$ cat src/rtl/enc_pkg.sv
// Shared definitions for the registered priority encoder family.
package enc_pkg;

    localparam int ENC_N_DEFAULT = 4;

    function automatic int enc_iw(input int n);
        return $clog2(n);
    endfunction

    typedef logic [2:0] enc_code_t;

endpackage

$ cat src/rtl/enc_prio_core.sv
// Combinational priority encoder: valid flag plus index of the highest set request bit.
module enc_prio_core
    import enc_pkg::*;
#(
    parameter int N  = ENC_N_DEFAULT,
    parameter int IW = enc_iw(N)
) (
    input  logic [N-1:0] a,
    output logic [IW:0]  c
);

    logic found;

    // Scan from the top bit down; the first hit wins and masks all lower bits.
    always_comb begin
        c     = '0;
        found = 1'b0;
        for (int unsigned i = 0; i < N; i++) begin
            if (!found && a[N-1-i] == 1'b1) begin
                found       = 1'b1;
                c[IW]       = 1'b1;
                c[IW-1:0]   = IW'(N - 1 - i);
            end
        end
    end

endmodule

$ cat src/rtl/enc_reg.sv
// Registered priority encoder: y holds {valid, index} of a, one clock after sampling.
module enc_reg
    import enc_pkg::*;
#(
    parameter int N  = ENC_N_DEFAULT,
    parameter int IW = enc_iw(N)
) (
    input  logic          clk,
    input  logic          rst_n,
    input  logic [N-1:0]  a,
    output logic [IW:0]   y
);

    logic [IW:0] y_d;
    logic [IW:0] y_q;

    enc_prio_core #(
        .N  (N),
        .IW (IW)
    ) u_core (
        .a (a),
        .c (y_d)
    );

    always_ff @(posedge clk) begin
        if (!rst_n) begin
            y_q <= '0;
        end else begin
            y_q <= y_d;
        end
    end

    assign y = y_q;

    a_idx_zero_when_invalid : assert property (@(posedge clk) !y_q[IW] |-> (y_q[IW-1:0] == '0));

endmodule

$ cat config.mk
export PLATFORM = sky130hd
export DESIGN_NAME = enc_reg
export DESIGN_NICKNAME = d
export VERILOG_FILES = /design/src/rtl/enc_pkg.sv /design/src/rtl/enc_prio_core.sv /design/src/rtl/enc_reg.sv
export SDC_FILE = /design/constraint.sdc
export NUM_CORES = 1
export LEC_CHECK = 0
export BUFFER_PORTS_ARGS = -buffer_cell sky130_fd_sc_hd__buf_2
export CELL_PAD_IN_SITES_DETAIL_PLACEMENT = 0
export CELL_PAD_IN_SITES_GLOBAL_PLACEMENT = 1
export CORE_AREA = 5 5 42 44
export CTS_BUF_LIST = sky130_fd_sc_hd__clkbuf_8
export CTS_CLUSTER_DIAMETER = 120
export DETAILED_ROUTE_END_ITERATION = 6
export DIE_AREA = 0 0 47 49
export PLACE_DENSITY = 0.39
export SLEW_MARGIN = 20
export SYNTH_ARGS = -nofsm -noshare
export SYNTH_HDL_FRONTEND = slang
export SYNTH_SLANG_ARGS = --single-unit
$ cat constraint.sdc
create_clock -name clk -period 1.8 [get_ports clk]
set_input_delay 0.36 -clock clk [delete_from_list [all_inputs] [get_ports clk]]
set_output_delay 0.36 -clock clk [all_outputs]
set_load 0.01 [all_outputs]
==> results of run 1 <==
## power groups by stage
stage | sequential (mW) | clock (mW) | combinational (mW)
finish | 0.0726 | 0.186 | 0.0185
global route | 0.0733 | 0.203 | 0.0201
CTS | 0.0727 | 0.193 | 0.0187
detailed placement | 0.0735 | 0 | 0.0183
global placement | 0.0734 | 0 | 0.0183
floorplan | 0.0757 | 0 | 0.00414
## cell usage in the layout, fill, tap and decap left out, drive strengths merged
cell and n:
dfxtp 3, inv 1, buf 8, o21a 2, nor2b 1, o41a 1, clkbuf 3
## final timing paths
kind / start / endpoint / slack (ps) / cells past startpoint
max: y[1]$_SDFF_PP0_ / y[1] / 800 / 1
min: a[0] / y[2]$_SDFF_PN0_ / 380 / 2
## through the flow
step / instances / hold slack, ps / total power, mW
3_5_place_dp: 31 / 586 / 0.0919
2_1_floorplan: 7 / 470 / 0.0799
3_3_place_gp: 31 / 594 / 0.0917
5_1_grt: 35 / 376 / 0.296
6_report: 35 / 377 / 0.277
4_1_cts: 35 / 372 / 0.284
## per-layer routing
metal,part of all wire,vias to the layer above,track usage
met3,0.22,0,0.0664
met2,0.19,11,0.0181
li1,-,50,-
met1,0.58,36,0.0482
met4,0,0,0.0138
met5,0,-,0
## area by class of cell
type                            instances  area, um^2
Clock buffer                            3        41.3
Sequential cell                         3        60.1
Clock inverter                          1        3.75
Tap cell                               16        20.0
Multi-Input combinational cell          4        32.5
Fill cell                             164        1200
Timing Repair Buffer                    8        40.0
## cells by family (layout without fill, tap and decap cells)
| group | after synthesis | in the layout | synth area share |
|---|---|---|---|
| compound gates | 3 | 3 | 0.284 |
| flops | 3 | 3 | 0.649 |
| simple gates | 1 | 1 | 0.0676 |
| buf+inv | 0 | 12 | 0 |
==> impl_metrics.py, run 1 <==
metrics = {
    "worst_setup_path": {
        "required_ps": 1440,
        "cpLargestDelayFamily": "flip-flops",
        "critical-path-slowest-cell": "dfxtp_1",
        "crit_fanout": 1,
        "critPathArrivalTime_ps": 640,
        "crit_chain": "buf_2",
        "critPathKind": "reg -> out",
        "end_kind": "output port",
        "cp_slowest_stage_delay_ps": 300,
        "start_kind": "flop",
        "critPathBufInv": 1,
    },
    "power_and_ir_drop": {
        "combPwrFrac": 0.067,
        "power.leakage_nw": 0.0928,
        "pwr-share-clk": 0.672,
        "power_frac_seq": 0.262,
        "swShare": 0.184,
        "internal_power_mw": 0.226,
        "ir_drop_mv": 0.514,
        "pwr_density_cell_nw_per_um2": 1400,
        "switchingPower_mw": 0.0510,
    },
    "synth": {
        "syn_area_per_cell_um2": 13.2,
        "synth-edff-count": 0,
        "synth_seq_cells": 3,
        "synth_warnings": 0,
        "synth_top_area_share": 0.649,
        "yosysTopAreaCell": "dfxtp_1",
        "synthTopCellsByCount": "3 x dfxtp_1, 2 x o21a_1, 1 x nor2b_1, 1 x o41a_1",
        "netlist_instances": 7,
        "syn_area_um2": 92.6,
        "yosysMostFrequentCell": "dfxtp_1",
        "ys_types": 4,
        "syn_nets": 13,
        "yosysSeqAreaShare": 0.649,
        "synth_async_sr_flop_share": 0,
        "synth_ff_type": "dfxtp_1",
        "synth_area_leaders": "dfxtp_1 65%, o21a_1 16%, o41a_1 12%, nor2b_1 6.8%",
    },
    "timing": {
        "max_freq_ghz": 1.00,
        "drv_slew": 0,
        "slew_headroom": 0.942,
        "hold_viol_final": 0,
        "worst_slack_ps": 804,
        "worstMarginPinSlew_ps": 87.6,
        "finalCritPeriodShare": 0.553,
        "tns_ps": 0,
        "period_minus_slack_ps": 996,
        "setup_violations": 0,
        "grt_setup_unrepaired": "false",
    },
    "die": {
        "dieArea_um2": 2300,
        "num_rows": 14,
        "core_area_um2": 1400,
        "die_x_um": 47,
        "die_y_um": 49,
        "initial_core_util": 0.0661,
        "io_pins": 9,
    },
    "routing": {
        "dr_total_vias": 97,
        "drc": 0,
        "firstDrtPassIters": 1,
        "via_per_inst": 2.77,
        "routed_wl_um": 299,
        "drt-wirelength-per-cell_um": 8.54,
        "drt-initial-drc-count": 0,
        "ant_nets": 0,
    },
    "place": {
        "dpl_worst_slack_ps": 804,
        "dpl_cell_area_um2": 153,
        "io_buffers": 8,
        "place_congestion": 0.611,
    },
    "global_routing": {
        "grtUsageTotal": 0.0359,
        "grt_max_degree": 4,
        "grt_first_pass_wirelength_um": 462,
        "globalRouteOverflowTotal": 0,
        "grt_pass1_vias": 115,
        "antenna_found_initial": 0,
    },
    "clock_network": {
        "ctsHoldBuffers": 0,
        "cts_resized": 0,
        "cts_buffer_depth": 2,
        "cts_root_buffer": "clkbuf_8",
        "cts_tree": "built",
        "cts.sinks": 3,
        "post_cts_buffers": 0,
        "path_clk_slew_ps": 30,
        "h-tree-depth": 1,
        "cts_buffers": 3,
    },
    "final_layout": {
        "nets": 26,
        "antenna_cells": 0,
        "fin_util": 0.141,
        "fin_area_um2": 198,
        "largest_reg_flops": 3,
        "drive_gt1_frac": 0.579,
        "areaGrowthSynthToFinish_pct": 114,
    },
    "run": {
        "maxCapViolations": 0,
    },
    "hold_path": {
        "min_path_type": "in -> reg",
    },
    "run_status": {
        "status": "complete, no violations",
    },
}
Power figures use the tool's default switching activity.
==> inputs of run 2 (changes only) <==
--- a/config.mk
+++ b/config.mk
@@ -13,7 +13,7 @@
 export CTS_CLUSTER_DIAMETER = 120
 export DETAILED_ROUTE_END_ITERATION = 6
 export DIE_AREA = 0 0 47 49
-export PLACE_DENSITY = 0.39
+export PLACE_DENSITY = 0.4
 export SLEW_MARGIN = 20
 export SYNTH_ARGS = -nofsm -noshare
 export SYNTH_HDL_FRONTEND = slang
==> constraint.sdc (replaced) <==
create_clock -name clk -period 0.85 [get_ports clk]
set_input_delay 0.17 -clock clk [delete_from_list [all_inputs] [get_ports clk]]
set_output_delay 0.17 -clock clk [all_outputs]
set_load 0.01 [all_outputs]
==> run 2 against run 1 <==
Net effect:
- final cell count unchanged
- setup slack got worse by 750 ps
- non-clock buffer count unchanged
- critical path depth unchanged
- first-iteration DRC count unchanged
- hold slack got worse by 190 ps
- global-route usage decreased by 0.070 points
- largest power group unchanged
==> impl_metrics.py, run 2 (synthesis gave the netlist of run 1 again) <==
metrics = {
    "timing": {
        "hold_viol_final": 0,
        "worstMarginPinSlew_ps": 87.1,
        "grt_setup_unrepaired": "false",
        "finalCritPeriodShare": 0.940,
        "period_minus_slack_ps": 799,
        "setup_violations": 0,
        "slew_headroom": 0.942,
        "drv_slew": 0,
        "tns_ps": 0,
        "max_freq_ghz": 1.25,
    },
    "place": {
        "io_buffers": 8,
        "place_congestion": 0.612,
        "place_hpwl_um": 235,
    },
    "global_routing": {
        "grt_max_degree": 4,
        "antenna_found_initial": 0,
        "use_met1": 0.0461,
        "busiest_layer": "met3",
        "grt_pass1_vias": 114,
        "use_met2": 0.0158,
        "met3_usage": 0.0701,
        "grt_first_pass_wirelength_um": 448,
        "grtUsageTotal": 0.0352,
        "globalRouteOverflowTotal": 0,
    },
    "routing": {
        "drt-wirelength-per-cell_um": 8.40,
        "via_per_inst": 2.80,
        "drc": 0,
        "firstDrtPassIters": 1,
        "ant_nets": 0,
        "drt-initial-drc-count": 0,
        "routed_wl_um": 294,
        "dr_total_vias": 98,
    },
    "worst_setup_path": {
        "critPathArrivalTime_ps": 630,
        "critPathBufInv": 1,
        "cp_slowest_stage_delay_ps": 300,
        "required_ps": 680,
        "start_kind": "flop",
        "end_kind": "output port",
        "cpLargestDelayFamily": "flip-flops",
        "critical-path-slowest-cell": "dfxtp_1",
        "crit_chain": "buf_2",
        "crit_fanout": 1,
        "critPathKind": "reg -> out",
    },
    "die": {
        "core_area_um2": 1400,
        "num_rows": 14,
        "initial_core_util": 0.0661,
        "dieArea_um2": 2300,
        "die_y_um": 49,
        "io_pins": 9,
        "die_x_um": 47,
    },
    "final_layout": {
        "fin_util": 0.141,
        "areaGrowthSynthToFinish_pct": 114,
        "antenna_cells": 0,
        "nFillCells": 162,
        "final_common_cell": "buf_2",
        "multi_input_area_um2": 32.5,
        "nets": 26,
        "regArea_um2": 60.1,
        "largest_reg_flops": 3,
        "drive_gt1_frac": 0.579,
        "final_cell_mix": "8 x buf_2, 3 x clkbuf_8, 3 x dfxtp_1",
    },
    "power_and_ir_drop": {
        "combPwrFrac": 0.068,
        "power_frac_seq": 0.261,
        "pwr-share-clk": 0.671,
        "ir_drop_mv": 1.10,
        "power.leakage_nw": 0.0928,
        "swShare": 0.183,
        "switchingPower_mw": 0.107,
        "internal_power_mw": 0.479,
        "power_mw": 0.586,
        "pwr_density_cell_nw_per_um2": 2970,
    },
    "clock_network": {
        "post_cts_buffers": 0,
        "ctsHoldBuffers": 0,
        "cts_root_buffer": "clkbuf_8",
        "cts_buffer_depth": 2,
        "cts_buffers": 3,
        "cts_resized": 0,
        "h-tree-depth": 1,
        "cts_tree": "built",
        "path_clk_slew_ps": 30,
        "cts.sinks": 3,
    },
    "hold_path": {
        "min_path_type": "in -> reg",
    },
    "run": {
        "maxCapViolations": 0,
    },
    "run_status": {
        "status": "complete, no violations",
    },
}
## run 2: cell counts in the layout (fill, tap and decap cells not counted)
No cell type changed its count.
## run 2: power groups by stage
| stage | Combinational (mW) | Clock (mW) | Sequential, mW |
|---|---|---|---|
| finish | 0.0397 | 0.394 | 0.153 |
| detailed placement | 0.0400 | 0 | 0.155 |
| floorplan | 0.00877 | 0 | 0.160 |
| global placement | 0.0387 | 0 | 0.155 |
| global route | 0.0435 | 0.428 | 0.155 |
| CTS | 0.0402 | 0.409 | 0.153 |
## run 2: path summary, 6_finish.rpt
| check | from | to | slack, ps | cells after the start |
|---|---|---|---|---|
| min | a[0] | y[2]$_SDFF_PN0_ | 190 | 2 |
| max | y[2]$_SDFF_PN0_ | y[2] | 50 | 1 |
## run 2: final cells by class
cell class,count,share of cell area
well taps,16,0.101
clock inverters,1,0.0190
multi-input cells,4,0.165
repair buffers,8,0.203
clock buffers,3,0.209
flip-flops and latches,3,0.304
## run 2: routing by layer
metal | vias to the layer above | routed length [um]
met5 | - | 0
met4 | 0 | 0
met3 | 0 | 76
met2 | 11 | 49
met1 | 36 | 167
li1 | 51 | -
## run 2: per-stage QoR
step	cells	setup slack, ps	cell area [um^2]	hold slack, ps
after floorplan	7	172	92.6	280
after global placement	31	35.7	153	404
after detailed placement	31	43.8	153	394
after CTS	35	36.9	198	180
after global routing	35	8.62	198	187
final	35	51.3	198	186
==> inputs of run 3 (changes only) <==
--- a/config.mk
+++ b/config.mk
@@ -6,14 +6,12 @@
 export NUM_CORES = 1
 export LEC_CHECK = 0
 export BUFFER_PORTS_ARGS = -buffer_cell sky130_fd_sc_hd__buf_2
-export CELL_PAD_IN_SITES_DETAIL_PLACEMENT = 0
-export CELL_PAD_IN_SITES_GLOBAL_PLACEMENT = 1
 export CORE_AREA = 5 5 42 44
 export CTS_BUF_LIST = sky130_fd_sc_hd__clkbuf_8
 export CTS_CLUSTER_DIAMETER = 120
 export DETAILED_ROUTE_END_ITERATION = 6
 export DIE_AREA = 0 0 47 49
-export PLACE_DENSITY = 0.4
+export PLACE_DENSITY = 0.34
 export SLEW_MARGIN = 20
 export SYNTH_ARGS = -nofsm -noshare
 export SYNTH_HDL_FRONTEND = slang
==> run 3 against run 2 <==
Net effect:
- global-route usage is 0.28 points lower
- combinational power is 3% lower
- routed wire length is 4.4% lower
- hold slack worse by 4.7 ps
- sequential power hardly changed
==> impl_metrics.py, run 3 (synthesis gave the netlist of run 1 again) <==
metrics = {
    "timing": {
        "period_minus_slack_ps": 815,
        "whs_ps": 182,
        "finalCritPeriodShare": 0.959,
        "slew_headroom": 0.943,
        "drv_slew": 0,
        "setup_violations": 0,
        "hold_viol_final": 0,
        "grt_setup_unrepaired": "false",
        "tns_ps": 0,
        "max_freq_ghz": 1.23,
        "worst_slack_ps": 35.0,
        "worstMarginPinSlew_ps": 85.8,
    },
    "final_layout": {
        "nFillCells": 167,
        "largest_reg_flops": 3,
        "final_common_cell": "buf_2",
        "fin_cells": 35,
        "final_cell_mix": "8 x buf_2, 3 x clkbuf_8, 2 x o21a_1, 2 x dfxtp_1",
        "antenna_cells": 0,
        "multi_input_area_um2": 32.5,
        "nets": 26,
        "areaGrowthSynthToFinish_pct": 115,
        "drive_gt1_frac": 0.632,
        "regArea_um2": 61.3,
    },
    "die": {
        "num_rows": 14,
        "dieArea_um2": 2300,
        "die_y_um": 49,
        "die_x_um": 47,
        "io_pins": 9,
        "core_area_um2": 1400,
        "initial_core_util": 0.0661,
    },
    "routing": {
        "drc": 0,
        "ant_nets": 0,
        "routed_wl_um": 281,
        "drt-wirelength-per-cell_um": 8.03,
        "via_per_inst": 2.77,
        "dr_total_vias": 97,
        "drt-initial-drc-count": 3,
        "firstDrtPassIters": 2,
    },
    "power_and_ir_drop": {
        "pwr_density_cell_nw_per_um2": 2950,
        "pwr-share-clk": 0.670,
        "switchingPower_mw": 0.107,
        "swShare": 0.182,
        "internal_power_mw": 0.480,
        "combPwrFrac": 0.066,
        "ir_drop_mv": 1.27,
        "power.leakage_nw": 0.0929,
        "power_frac_seq": 0.264,
    },
    "worst_setup_path": {
        "crit_fanout": 1,
        "critical-path-slowest-cell": "dfxtp_2",
        "end_kind": "output port",
        "cpLargestDelayFamily": "flip-flops",
        "required_ps": 680,
        "start_kind": "flop",
        "crit_chain": "buf_2",
        "critPathArrivalTime_ps": 640,
        "critPathKind": "reg -> out",
        "critPathBufInv": 1,
        "cp_slowest_stage_delay_ps": 300,
    },
    "place": {
        "place_congestion": 0.611,
        "dpl_worst_slack_ps": 44.2,
        "placed_cells": 31,
        "io_buffers": 8,
    },
    "hold_path": {
        "min_path_type": "in -> reg",
    },
    "global_routing": {
        "grtUsageTotal": 0.0324,
        "globalRouteOverflowTotal": 0,
        "antenna_found_initial": 0,
        "grt_max_degree": 4,
        "grt_pass1_vias": 95,
        "grt_first_pass_wirelength_um": 393,
    },
    "clock_network": {
        "cts_buffer_depth": 2,
        "cts.sinks": 3,
        "path_clk_slew_ps": 30,
        "cts_root_buffer": "clkbuf_8",
        "cts_tree": "built",
        "cts_buffers": 3,
        "h-tree-depth": 1,
        "post_cts_buffers": 0,
        "ctsHoldBuffers": 0,
    },
    "run": {
        "maxCapViolations": 0,
    },
    "run_status": {
        "status": "complete, no violations",
    },
}
run 3: cell types whose count changed in the layout (fill, tap and decap cells not counted):
cell     change
dfxtp_1      -1
dfxtp_2      +1
run 3: through the flow:
step,instance area (um^2),power [mW],util
global route,199,0.627,0.142
floorplan,92.6,0.169,-
detailed placement,153,0.195,0.109
finish,199,0.587,0.142
global placement,153,0.194,0.109
CTS,198,0.606,0.141
run 3: repair_timing:
| action | in CTS | in global routing |
|---|---|---|
| resized for setup | 0 | 1 |
| setup endpoints to repair | 0 | 1 |
| hold endpoints to repair | 0 | 0 |
run 3: power by group through the flow:
stage	combinational [mW]	clock, mW	sequential [mW]
final	0.0386	0.393	0.155
after global routing	0.0420	0.429	0.156
after CTS	0.0393	0.413	0.154
after detailed placement	0.0390	0	0.156
after global placement	0.0388	0	0.155
after floorplan	0.00877	0	0.160
run 3: layout make-up:
cell class              count  area share
flip-flops and latches      3       0.308
clock buffers               3       0.208
repair buffers              8       0.201
multi-input cells           4       0.164
well taps                  16       0.101
clock inverters             1      0.0189
run 3: worst paths after layout:
path       startpoint         endpoint  slack (ps)  cells after the start
max   y[2]$_SDFF_PN0_             y[2]          40                      1
min              a[0]  y[2]$_SDFF_PN0_         180                      2
run 3: metal layers:
metal,GRT usage,vias up,wire length (um),share of wire
li1,-,49,-,-
met4,0.0138,0,0,0
met2,0.0113,11,40,0.14
met5,0,-,0,0
met3,0.0664,0,66,0.23
met1,0.0440,37,174,0.62
